--- config.mk ---
export PLATFORM = sky130hd
export DESIGN_NAME = multi_cycle_cu
export DESIGN_NICKNAME = d
export VERILOG_FILES = /design/src/rtl/multi_cycle_cu_pkg.sv /design/src/rtl/mcu_next_state.sv /design/src/rtl/multi_cycle_cu.sv
export SDC_FILE = /design/constraint.sdc
export NUM_CORES = 1
export LEC_CHECK = 0
export BUFFER_PORTS_ARGS = -buffer_cell sky130_fd_sc_hd__buf_4
export CAP_MARGIN = 40
export CORE_MARGIN = 1
export CORE_UTILIZATION = 35
export CTS_BUF_LIST = sky130_fd_sc_hd__clkbuf_2
export DETAILED_ROUTE_END_ITERATION = 10
export PLACE_DENSITY = 0.69
export SYNTH_ARGS = -nofsm -noshare
export SYNTH_HDL_FRONTEND = slang
export SYNTH_HIERARCHICAL = 1
export SYNTH_SLANG_ARGS = --single-unit
--- constraint.sdc ---
create_clock -name clk -period 2.4 [get_ports clk]
set_clock_uncertainty 0.2 [all_clocks]
set_input_delay 0.48 -clock clk [delete_from_list [all_inputs] [get_ports clk]]
set_output_delay 0.48 -clock clk [all_outputs]
set_load 0.02 [all_outputs]
--- src/rtl/multi_cycle_cu_pkg.sv ---
// Shared definitions for the multicycle control unit: state encoding,
// opcode constants, ALU operation codes and datapath mux selects.
package multi_cycle_cu_pkg;

    // State encoding is also what state_dbg reports.
    typedef enum logic [3:0] {
        RST_S    = 4'd0,
        FETCH    = 4'd1,
        DECODE   = 4'd2,
        MEM_ADDR = 4'd3,
        MEM_RD   = 4'd4,
        MEM_WB   = 4'd5,
        MEM_WR   = 4'd6,
        R_EXEC   = 4'd7,
        R_WB     = 4'd8,
        I_EXEC   = 4'd9,
        I_WB     = 4'd10,
        BRANCH   = 4'd11,
        JUMP     = 4'd12,
        TRAP     = 4'd13
    } state_t;

    // Instruction opcodes, instruction bits [31:26].
    localparam logic [5:0] OP_RTYPE = 6'b000000;
    localparam logic [5:0] OP_LW    = 6'b100011;
    localparam logic [5:0] OP_SW    = 6'b101011;
    localparam logic [5:0] OP_ADDI  = 6'b001000;
    localparam logic [5:0] OP_SLTI  = 6'b001010;
    localparam logic [5:0] OP_ANDI  = 6'b001100;
    localparam logic [5:0] OP_ORI   = 6'b001101;
    localparam logic [5:0] OP_BEQ   = 6'b000100;
    localparam logic [5:0] OP_J     = 6'b000010;

    // ALU operation codes (3 significant bits, zero-extended on the port).
    localparam logic [2:0] ALU_ADD   = 3'b000;
    localparam logic [2:0] ALU_SUB   = 3'b001;
    localparam logic [2:0] ALU_FUNCT = 3'b010;
    localparam logic [2:0] ALU_AND   = 3'b100;
    localparam logic [2:0] ALU_OR    = 3'b110;
    localparam logic [2:0] ALU_SLT   = 3'b111;

    // PC source select.
    localparam logic [1:0] PCSRC_ALU    = 2'b00;
    localparam logic [1:0] PCSRC_ALUOUT = 2'b01;
    localparam logic [1:0] PCSRC_JUMP   = 2'b10;

    // ALU B operand select.
    localparam logic [1:0] SRCB_REGB  = 2'b00;
    localparam logic [1:0] SRCB_FOUR  = 2'b01;
    localparam logic [1:0] SRCB_IMM   = 2'b10;
    localparam logic [1:0] SRCB_IMMSH = 2'b11;

    // ALU operation for an I-type arithmetic/logic instruction.
    function automatic logic [2:0] iTypeAluOp(input logic [5:0] op);
        case (op)
            OP_SLTI: iTypeAluOp = ALU_SLT;
            OP_ANDI: iTypeAluOp = ALU_AND;
            OP_ORI:  iTypeAluOp = ALU_OR;
            default: iTypeAluOp = ALU_ADD;
        endcase
    endfunction

endpackage

--- src/rtl/mcu_next_state.sv ---
// Combinational next-state decode for the multicycle control unit.
module mcu_next_state
    import multi_cycle_cu_pkg::*;
(
    input  state_t      state,
    input  logic [5:0]  opcode,
    input  logic        memDone,
    output state_t      nextState
);

    // Memory states advance only when the access completes; TRAP is absorbing.
    always_comb begin
        nextState = RST_S;
        case (state)
            RST_S:    nextState = FETCH;
            FETCH:    nextState = memDone ? DECODE : FETCH;
            DECODE: begin
                case (opcode)
                    OP_RTYPE:                         nextState = R_EXEC;
                    OP_LW, OP_SW:                     nextState = MEM_ADDR;
                    OP_ADDI, OP_SLTI, OP_ANDI, OP_ORI: nextState = I_EXEC;
                    OP_BEQ:                           nextState = BRANCH;
                    OP_J:                             nextState = JUMP;
                    default:                          nextState = TRAP;
                endcase
            end
            MEM_ADDR: nextState = (opcode == OP_SW) ? MEM_WR : MEM_RD;
            MEM_RD:   nextState = memDone ? MEM_WB : MEM_RD;
            MEM_WB:   nextState = FETCH;
            MEM_WR:   nextState = memDone ? FETCH : MEM_WR;
            R_EXEC:   nextState = R_WB;
            R_WB:     nextState = FETCH;
            I_EXEC:   nextState = I_WB;
            I_WB:     nextState = FETCH;
            BRANCH:   nextState = FETCH;
            JUMP:     nextState = FETCH;
            TRAP:     nextState = TRAP;
            default:  nextState = RST_S;
        endcase
    end

endmodule

--- src/rtl/multi_cycle_cu.sv ---
// Multicycle MIPS-style control unit: Moore FSM driving the classic
// shared-memory datapath, with optional memory stall handshake.
module multi_cycle_cu
    import multi_cycle_cu_pkg::*;
#(
    parameter int ALUOP_W  = 3,   // at least 3; upper bits read as zero
    parameter int WAIT_MEM = 1,   // 1: memory states wait on mem_ready
    parameter int STATE_W  = 4
) (
    input  logic               clk,
    input  logic               rst_n,
    input  logic [5:0]         opcode,
    input  logic               mem_ready,
    output logic               pc_write,
    output logic               pc_write_cond,
    output logic               ir_write,
    output logic               iord,
    output logic               mem_read,
    output logic               mem_write,
    output logic               mem_to_reg,
    output logic               reg_dst,
    output logic               reg_write,
    output logic               alu_src_a,
    output logic [1:0]         pc_src,
    output logic [1:0]         alu_src_b,
    output logic [ALUOP_W-1:0] alu_op,
    output logic               illegal,
    output logic [STATE_W-1:0] state_dbg
);

    state_t     state;
    state_t     nextState;
    logic       memDone;
    logic       illegalQ;
    logic [2:0] aluOpCode;

    // Without the handshake every memory access is taken to finish in one cycle.
    assign memDone = (WAIT_MEM != 0) ? mem_ready : 1'b1;

    mcu_next_state uNextState (
        .state     (state),
        .opcode    (opcode),
        .memDone   (memDone),
        .nextState (nextState)
    );

    // State register; reset lands in RST_S so no write enable fires until FETCH.
    always_ff @(posedge clk or negedge rst_n) begin
        if (!rst_n) state <= RST_S;
        else        state <= nextState;
    end

    // Sticky trap flag, set on the edge that enters TRAP so it tracks the state.
    always_ff @(posedge clk or negedge rst_n) begin
        if (!rst_n)                 illegalQ <= 1'b0;
        else if (nextState == TRAP) illegalQ <= 1'b1;
    end

    // Moore output decode; only the FETCH write strobes look at the handshake.
    always_comb begin
        pc_write      = 1'b0;
        pc_write_cond = 1'b0;
        ir_write      = 1'b0;
        iord          = 1'b0;
        mem_read      = 1'b0;
        mem_write     = 1'b0;
        mem_to_reg    = 1'b0;
        reg_dst       = 1'b0;
        reg_write     = 1'b0;
        alu_src_a     = 1'b0;
        pc_src        = PCSRC_ALU;
        alu_src_b     = SRCB_REGB;
        aluOpCode     = ALU_ADD;
        case (state)
            FETCH: begin
                mem_read  = 1'b1;
                alu_src_b = SRCB_FOUR;
                ir_write  = memDone;
                pc_write  = memDone;
            end
            DECODE: begin
                alu_src_b = SRCB_IMMSH;
            end
            MEM_ADDR: begin
                alu_src_a = 1'b1;
                alu_src_b = SRCB_IMM;
            end
            MEM_RD: begin
                mem_read = 1'b1;
                iord     = 1'b1;
            end
            MEM_WB: begin
                reg_write  = 1'b1;
                mem_to_reg = 1'b1;
            end
            MEM_WR: begin
                mem_write = 1'b1;
                iord      = 1'b1;
            end
            R_EXEC: begin
                alu_src_a = 1'b1;
                aluOpCode = ALU_FUNCT;
            end
            R_WB: begin
                reg_write = 1'b1;
                reg_dst   = 1'b1;
            end
            I_EXEC: begin
                alu_src_a = 1'b1;
                alu_src_b = SRCB_IMM;
                aluOpCode = iTypeAluOp(opcode);
            end
            I_WB: begin
                reg_write = 1'b1;
            end
            BRANCH: begin
                alu_src_a     = 1'b1;
                aluOpCode     = ALU_SUB;
                pc_write_cond = 1'b1;
                pc_src        = PCSRC_ALUOUT;
            end
            JUMP: begin
                pc_write = 1'b1;
                pc_src   = PCSRC_JUMP;
            end
            default: ;
        endcase
    end

    // Width adaptation of the ALU code and debug state.
    assign alu_op    = ALUOP_W'(aluOpCode);
    assign state_dbg = STATE_W'(state);
    assign illegal   = illegalQ;

endmodule
==> results of run 1 <==
## state kept, by name, indices dropped and copies added, names as in the netlist
register,count
illegal,1
state_dbg,4
## power breakdown
group	internal [mW]	leakage, nW	switching [mW]	total (mW)
Clock	0.0441	0.0166	0.0354	0.0796
Sequential	0.117	0.0613	0.0769	0.194
Combinational	0.343	0.337	0.415	0.759
## worst max-delay path, cell delays in order, from the launching register on
cell,delay [ns]
dfrtp_1,0.61
nand2b_4,0.11
nor4b_2,0.30
or2_1,0.15
buf_4,0.13
## final cells by class
class                      count  area, um^2  share of cell area
clock buffer                   4        20.0              0.0216
inverter                       2        7.51             0.00811
multi-input combinational     68         477               0.515
sequential                     5         125               0.135
tap                           25        31.3              0.0338
timing repair buffer          35         265               0.286
## layout by cell type, fill, tap and decap left out, types with 2 or more instances in the layout
cell and n:
clkbuf_2 4, nor3b_1 2, xnor2_1 2, o21ai_0 5
nor4_1 2, nor2b_1 3, nand2b_4 3, dfrtp_1 5
a21oi_1 6, nor3_1 5, nand2_1 4, inv_1 2
buf_4 34, nand2b_1 3, mux2i_1 3, a31oi_1 2
nand4b_1 2, nor2_1 9
## cell usage after synthesis (all sizes together)
| cell type | instances | share of area |
|---|---|---|
| dfrtp | 5 | 0.19 |
| o32ai | 1 | 0.024 |
| nor3b | 3 | 0.041 |
| o21ai | 5 | 0.038 |
| a221oi | 1 | 0.013 |
| buf | 7 | 0.083 |
| or2 | 1 | 0.0094 |
| a22oi | 1 | 0.011 |
| o22ai | 1 | 0.0094 |
| and2 | 1 | 0.0094 |
| nor4 | 2 | 0.019 |
| o22a | 1 | 0.013 |
| nor2 | 10 | 0.060 |
| a41o | 1 | 0.015 |
| xnor2 | 2 | 0.026 |
| o41ai | 1 | 0.013 |
| nor4b | 1 | 0.023 |
| or4 | 1 | 0.017 |
| nor3 | 5 | 0.038 |
| nand2b | 6 | 0.090 |
| a31oi | 2 | 0.019 |
| nor2b | 3 | 0.028 |
| nand4b | 2 | 0.026 |
| nand2 | 4 | 0.023 |
| a21o | 1 | 0.011 |
| a21oi | 6 | 0.045 |
| o31ai | 2 | 0.030 |
| a211oi | 1 | 0.019 |
| inv | 2 | 0.011 |
| mux2i | 3 | 0.045 |
## routing by layer
metal,up-vias,track usage,wire length [um]
met5,-,0,0
met4,0,0.0364,0
met3,0,0.0357,82
met2,22,0.277,755
met1,318,0.220,762
li1,375,-,-
## logic make-up (layout without fill, tap and decap cells)
kind of cell	count (synthesis)	after routing
AND/OR/NAND/NOR	39	39
AO/OA/AOI/OAI	24	24
buffers and inverters	9	41
flip-flops	5	5
multiplexers	3	3
XOR/XNOR	2	2
## final timing paths
| check | start | end | slack (ns) | depth (start not counted) |
|---|---|---|---|---|
| max reg2reg | state_dbg[3]$_DFF_PN0_ | illegal$_DFFE_PN0N_ | 0.44 | 5 |
| max in group asynchronous | rst_n | state_dbg[3]$_DFF_PN0_ | 1.50 | 2 |
| min in group asynchronous | rst_n | state_dbg[2]$_DFF_PN0_ | 0.39 | 2 |
| min reg2reg | illegal$_DFFE_PN0N_ | illegal$_DFFE_PN0N_ | 0.28 | 1 |
| min | illegal$_DFFE_PN0N_ | illegal$_DFFE_PN0N_ | 0.28 | 1 |
| max | state_dbg[0]$_DFF_PN0_ | pc_write | 0.20 | 4 |
## per-stage QoR
stage / worst slack, ns / std cells / hold WS, ns / power [mW] / instance area, um^2
final: 0.198 / 139 / 0.281 / 1.03 / 926
after global routing: 0.0507 / 139 / 0.298 / 1.12 / 926
after CTS: 0.163 / 139 / 0.288 / 1.04 / 926
after detailed placement: 0.173 / 134 / 0.0834 / 0.958 / 896
after global placement: 0.223 / 134 / 0.0831 / 0.948 / 896
after floorplan: 0.0818 / 82 / -0.0156 / 0.713 / 664
==> results.cfg, run 1 <==
[status]
status = complete, no violations

[drt]
antenna_left = 0
wire_per_inst_um = 11.5
drt-initial-drc-count = 16
num_vias = 715
routed_wl_mm = 1.60
dr.pass1.iters = 4
drc = 0
viasPerCell = 5.14

[logic_synthesis]
synth_area_per_cell_um2 = 8.10
syn_area_um2 = 664
synth_fp_nets = 91
synthAdderAreaFrac = 0
synth_cells = 82
synth_top_family_by_area = simple AND/OR/NAND/NOR gates
yosysUniqueCellTypes = 36
synthSimpleGateAreaFrac = 0.384
synth_xor_area_frac = 0.0264
ys_seq_area_frac = 0.188
yosys_warnings = 6
synth_compound_area_frac = 0.262
ys_seq_elements = 5
muxShareOfSynthArea = 0.0452

[global_routing]
grt_use_total = 0.167
grt_pass1_vias = 629
antenna_found_initial = 0
grt_pass1_wl_mm = 2.58
overflow = 0
grt_max_degree = 15

[setup_path]
critPathMaxFanout = 12
critPathArrivalTime_ns = 1.52
end_kind = primary output
worstPathRequired_ns = 1.72
crit_type = flop to primary output
start_kind = flop

[clocking]
clk_path_buf_depth = 2
cts_buffers = 3
worstSkewPairLatency_ns = 0.22
cts_htree_levels = 1
post_cts_buffers = 0
postCtsHoldBufs = 1
cts_tree = built
post_cts_resized = 0
cts-root-buf = clkbuf_2
clk_pin_slew_ns = 0.06
cts.sinks = 5

[cells_and_area]
fillers = 188
area_growth_pct = 39.4
drive_above_1_share = 0.421
antenna_cells = 0
post-route-util = 0.530
nets = 124

[sta]
setup_viol = 0
max-slew-margin-rel = 0.681
max_freq_mhz = 454
hold_violations = 0
rsz0062_at_grt = false
finalCritPeriodShare = 0.917
timing.setup.tns_ns = 0
drv_slew = 0
tightest_slew_ns = 0.472
final.min_clock_period_ns = 2.20

[die]
die_w_um = 45.6
core_um2 = 1750
dieArea_um2 = 2080
rows = 15
initial_core_util = 0.381
ioPinCount = 31
fp.dieH_um = 45.6

[place]
port_buffers = 30
gp_congestion = 0.830
dp_hpwl_mm = 1.26

[run]
maxCapViolations = 0

[pwr]
p_leak_nw = 0.415
p_per_area_nw_per_um2 = 1120
ir_worst_vdd_uv = 596

[min_path]
hp-class = flop to flop
(Power assumes the default switching activity.)
==> run 2, diff against run 1 <==
--- a/config.mk
+++ b/config.mk
@@ -12,6 +12,7 @@
 export CTS_BUF_LIST = sky130_fd_sc_hd__clkbuf_2
 export DETAILED_ROUTE_END_ITERATION = 10
 export PLACE_DENSITY = 0.69
+export SETUP_SLACK_MARGIN = 0.2
 export SYNTH_ARGS = -nofsm -noshare
 export SYNTH_HDL_FRONTEND = slang
 export SYNTH_HIERARCHICAL = 1
==> run 2 against run 1 <==
Flip-flop and latch count is the same. Wire length grew 4.4%. Design area grew 2.3%. Via count grew 2.4%. Core utilization grew 1.2 points. Die area is the same. Fmax grew 0.32%. Total power grew 2.8%. Clock power is essentially flat. Combinational power grew 3.4%. Critical path type unchanged. Largest power group unchanged. Highest routed layer is now met4.
==> results.cfg, run 2 (synthesized netlist as in run 1, its figures left out) <==
[setup_path]
path_cells = nand2b_4 -> nand2b_4 -> o32ai_2 -> buf_4
critPathBufInv = 1
crit_type = flop to primary output
cp_common_cell = nand2b_4
crit_family = flip-flops
end_kind = primary output
crit_slowest_cell = dfrtp_1
crit_path_max_incr_delay_ns = 0.60
worstPathRequired_ns = 1.72
start_kind = flop
critPathMaxFanout = 10
critPathArrivalTime_ns = 1.51

[clocking]
cts.sinks = 5
clk_path_buf_depth = 2
worstSkewPairLatency_ns = 0.21
cts-root-buf = clkbuf_2
clk_pin_slew_ns = 0.07
cts_htree_levels = 1
cts_buffers = 3
cts_tree = built
post_cts_buffers = 0

[die]
ioPinCount = 31
fp.dieH_um = 45.6
dieArea_um2 = 2080
core_um2 = 1750
initial_core_util = 0.381
rows = 15
die_w_um = 45.6

[sta]
finalCritPeriodShare = 0.915
tightest_slew_ns = 0.426
setup_viol = 0
hold_violations = 0
max_freq_mhz = 456
max-slew-margin-rel = 0.712
rsz0062_at_grt = true
drv_slew = 0
timing.setup.tns_ns = 0
final.min_clock_period_ns = 2.19

[global_routing]
grt_pass1_vias = 604
overflow = 0
grt_pass1_wl_mm = 2.53
grt_max_degree = 21
grt_use_total = 0.165
antenna_found_initial = 0

[run]
maxCapViolations = 0

[pwr]
power.total_mw = 1.06
ir_worst_vdd_uv = 584
p_per_area_nw_per_um2 = 1120
p_leak_nw = 0.420

[drt]
routed_wl_mm = 1.67
wire_per_inst_um = 12.0
drc = 0
viasPerCell = 5.27
drt-initial-drc-count = 18
antenna_left = 0
num_vias = 732
dr.pass1.iters = 4

[min_path]
hp-class = flop to flop

[place]
placed_cell_area_um2 = 910
dp_hpwl_mm = 1.28
gp_congestion = 0.857
dp.cells = 134
port_buffers = 30

[cells_and_area]
drive_above_1_share = 0.456
final_area_um2 = 947
antenna_cells = 0
post-route-util = 0.543
nets = 124
largest_reg_flops = 4
final_common_cell = buf_4
final_cell_mix = buf_4 (34), nor2_1 (9), a21oi_1 (6)
layout.cells.non_filler = 139
seq_area_um2 = 128
fillers = 175
multi_input_area_um2 = 495
area_growth_pct = 42.6

[status]
status = complete, no violations
==> run 2: cell types whose count changed in the layout (fill, tap and decap cells not counted) <==
cell     change
nor4b_2      -1
nor3_1       -1
nor4b_4      +1
nor3b_1      -1
dfrtp_1      -2
nor3b_2      +1
nor3_2       +1
dfrtp_2      +2
==> run 2: stage by stage <==
| stage | setup slack, ns | hold slack, ns |
|---|---|---|
| after global routing | 0.145 | 0.316 |
| after CTS | 0.204 | 0.275 |
| final | 0.205 | 0.269 |
| after detailed placement | 0.191 | 0.0842 |
| after floorplan | 0.240 | -0.0156 |
| after global placement | 0.224 | 0.0835 |
==> run 2: what timing repair did <==
| item | CTS | global route |
|---|---|---|
| gates cloned | 0 | 0 |
| hold endpoints to repair | 5 | 0 |
| hold buffers | 1 | 0 |
| endpoints found under the setup margin | 1 | 7 |
| resized for setup | 1 | 2 |
==> run 2: layer usage <==
layer	share of wire	vias to the layer above	global-route usage
li1	-	370	-
met1	0.48	343	0.223
met2	0.47	17	0.266
met3	0.032	2	0.0238
met4	0.012	0	0.0545
met5	0	-	0
==> run 2: area by class of cell <==
class                   instances  area share
well taps                      25      0.0330
inverters                       2     0.00793
multi-input cells              68       0.523
clock buffers                   4      0.0211
flip-flops and latches          5       0.135
repair buffers                 35       0.280
==> run 2: worst paths after layout <==
| kind | startpoint | cells past startpoint | slack (ns) | endpoint |
|---|---|---|---|---|
| setup / recovery | state_dbg[3]$_DFF_PN0_ | 4 | 0.21 | alu_op[1] |
| max in group asynchronous | rst_n | 2 | 1.47 | state_dbg[0]$_DFF_PN0_ |
| min in group asynchronous | rst_n | 2 | 0.40 | state_dbg[1]$_DFF_PN0_ |
| hold reg to reg | illegal$_DFFE_PN0N_ | 1 | 0.27 | illegal$_DFFE_PN0N_ |
| hold / removal | illegal$_DFFE_PN0N_ | 1 | 0.27 | illegal$_DFFE_PN0N_ |
| setup reg to reg | state_dbg[3]$_DFF_PN0_ | 5 | 0.35 | illegal$_DFFE_PN0N_ |
==> run 2: worst reg2reg max path: stages (launching register included) <==
cell,delay (ns)
dfrtp_1,0.60
buf_4,0.23
nand2b_1,0.22
o31ai_1,0.11
a221oi_1,0.41
a41o_1,0.22
==> run 2: where the power goes <==
part | internal [mW] | switching (mW) | total (mW)
clock | 0.0442 | 0.0356 | 0.0798
sequential | 0.120 | 0.0760 | 0.196
combinational | 0.350 | 0.435 | 0.785
==> run 3, diff against run 2 <==
--- a/config.mk
+++ b/config.mk
@@ -9,7 +9,7 @@
 export CAP_MARGIN = 40
 export CORE_MARGIN = 1
 export CORE_UTILIZATION = 35
-export CTS_BUF_LIST = sky130_fd_sc_hd__clkbuf_2
+export CTS_BUF_LIST = sky130_fd_sc_hd__clkbuf_4
 export DETAILED_ROUTE_END_ITERATION = 10
 export PLACE_DENSITY = 0.69
 export SETUP_SLACK_MARGIN = 0.2
@@ -17,3 +17,4 @@
 export SYNTH_HDL_FRONTEND = slang
 export SYNTH_HIERARCHICAL = 1
 export SYNTH_SLANG_ARGS = --single-unit
+export TNS_END_PERCENT = 10
==> run 3 against run 2 <==
Register-to-register slack better by 0.14 ns. Die area unchanged. Design area up 0.66%. Clock power up 37%. Wire length up 2.2%. Total power up 3.0%. Non-clock buffer count stayed put. Highest routed layer unchanged.
==> results.cfg, run 3 (synthesized netlist as in run 1, its figures left out) <==
[status]
status = complete, no violations

[clocking]
worstSkewPairLatency_ns = 0.24
clk_path_buf_depth = 2
cts.sinks = 5
cts_tree = built
cts_htree_levels = 1
cts-root-buf = clkbuf_4
post_cts_buffers = 0
clk_pin_slew_ns = 0.04
cts_buffers = 3

[pwr]
seqPwrFrac = 0.181
power.total_mw = 1.09
ir_worst_vdd_uv = 523
internal_power_mw = 0.545
clkPwrFrac = 0.100
switching_share = 0.501
p_per_area_nw_per_um2 = 1150
net-switching-power_mw = 0.548
p_leak_nw = 0.419
power_frac_comb = 0.719

[cells_and_area]
antenna_cells = 0
final_cell_mix = buf_4 (34), nor2_1 (9), a21oi_1 (6)
drive_above_1_share = 0.456
area_growth_pct = 43.5
nets = 124
fillers = 174
final_common_cell = buf_4
largest_reg_flops = 4

[drt]
antenna_left = 0
drt-initial-drc-count = 24
num_vias = 756
routed_wl_mm = 1.71
wire_per_inst_um = 12.3
drc = 0
viasPerCell = 5.44
dr.pass1.iters = 4

[sta]
tightest_slew_ns = 0.422
max_freq_mhz = 461
finalCritPeriodShare = 0.904
max-slew-margin-rel = 0.715
setup_viol = 0
timing.setup.tns_ns = 0
final.min_clock_period_ns = 2.17
rsz0062_at_grt = true
drv_slew = 0
hold_violations = 0

[die]
ioPinCount = 31
rows = 15
die_w_um = 45.6
core_um2 = 1750
initial_core_util = 0.381
dieArea_um2 = 2080
fp.dieH_um = 45.6

[global_routing]
grt_use_total = 0.175
grt_pass1_wl_mm = 2.60
overflow = 0
grt_max_degree = 21
antenna_found_initial = 0
grt_pass1_vias = 620

[setup_path]
crit_family = flip-flops
worstReg2RegEnd = illegal$_DFFE_PN0N_
start_kind = flop
critPathArrivalTime_ns = 1.49
reg2reg_depth = 7
worstReg2RegStart = state_dbg[2]$_DFF_PN0_
cp_common_cell = nand2b_4
end_kind = primary output
reg2reg_slack_ns = 0.49
path_cells = nand2b_4 -> nand2b_4 -> o32ai_2 -> buf_4
worstPathRequired_ns = 1.72
crit_slowest_cell = dfrtp_2
critPathBufInv = 1
crit_path_max_incr_delay_ns = 0.48
critPathMaxFanout = 10
crit_type = flop to primary output

[min_path]
whs_endpoint = illegal$_DFFE_PN0N_
hp-class = flop to flop
min_path_cells = 1
hold_start = illegal$_DFFE_PN0N_

[run]
maxCapViolations = 0

[place]
port_buffers = 30
gp_congestion = 0.857
dp_hpwl_mm = 1.28
==> run 3: cell types whose count changed in the layout (fill, tap and decap cells not counted) <==
| cell | before | now |
|---|---|---|
| clkbuf_2 | 4 | 0 |
| clkbuf_4 | 0 | 4 |
| dfrtp_1 | 3 | 2 |
| dfrtp_2 | 2 | 3 |
| nor3b_1 | 1 | 2 |
| nor3b_2 | 2 | 1 |
==> run 3: through the flow <==
stage          area [um^2]  hold slack (ns)  std cells  setup slack, ns  utilization
2_1_floorplan          678          -0.0156         82            0.240            -
3_3_place_gp           910           0.0835        134            0.224        0.521
3_5_place_dp           910           0.0842        134            0.191        0.521
4_1_cts                952            0.272        139            0.185        0.546
5_1_grt                953            0.312        139           0.0969        0.546
6_report               953            0.266        139            0.229        0.546
==> run 3: worst max path at each step <==
stage                            from                  end  slack (ns)  cells past startpoint
5_1_grt                     opcode[0]            alu_op[1]         0.1                      5
3_5_place_dp                opcode[5]  illegal$_DFFE_PN0N_        0.19                      7
3_3_place_gp                opcode[5]  illegal$_DFFE_PN0N_        0.22                      7
6_report       state_dbg[2]$_DFF_PN0_            alu_op[1]        0.23                      4
2_1_floorplan  state_dbg[0]$_DFF_PN0_            pc_src[0]        0.24                      4
4_1_cts        state_dbg[0]$_DFF_PN0_             pc_write        0.19                      4
==> run 3: power groups by stage <==
stage          Sequential [mW]  Combinational, mW  Clock (mW)
2_1_floorplan            0.204              0.524           0
3_3_place_gp             0.194              0.778           0
3_5_place_dp             0.195              0.779           0
4_1_cts                  0.196              0.787       0.113
5_1_grt                  0.208              0.854       0.117
6_report                 0.198              0.786       0.109
==> run 3: area by class of cell <==
| class | instances | area [um^2] | area share |
|---|---|---|---|
| multi-input cells | 68 | 490 | 0.514 |
| inverters | 2 | 7.51 | 0.00787 |
| repair buffers | 35 | 265 | 0.278 |
| flip-flops and latches | 5 | 129 | 0.135 |
| clock buffers | 4 | 30.0 | 0.0315 |
| well taps | 25 | 31.3 | 0.0328 |
==> run 3: routing by layer <==
layer | GRT usage | vias to the layer above | wire length [um]
li1 | - | 368 | -
met1 | 0.220 | 347 | 772
met2 | 0.271 | 32 | 801
met3 | 0.0278 | 9 | 82
met4 | 0.121 | 0 | 51
met5 | 0 | - | 0
==> run 3: repair_timing <==
action / 4_1_cts / 5_1_grt
endpoints found under the hold margin: 5 / 0
resized for setup: 2 / 1
hold buffers: 1 / 0
endpoints found under the setup margin: 2 / 6
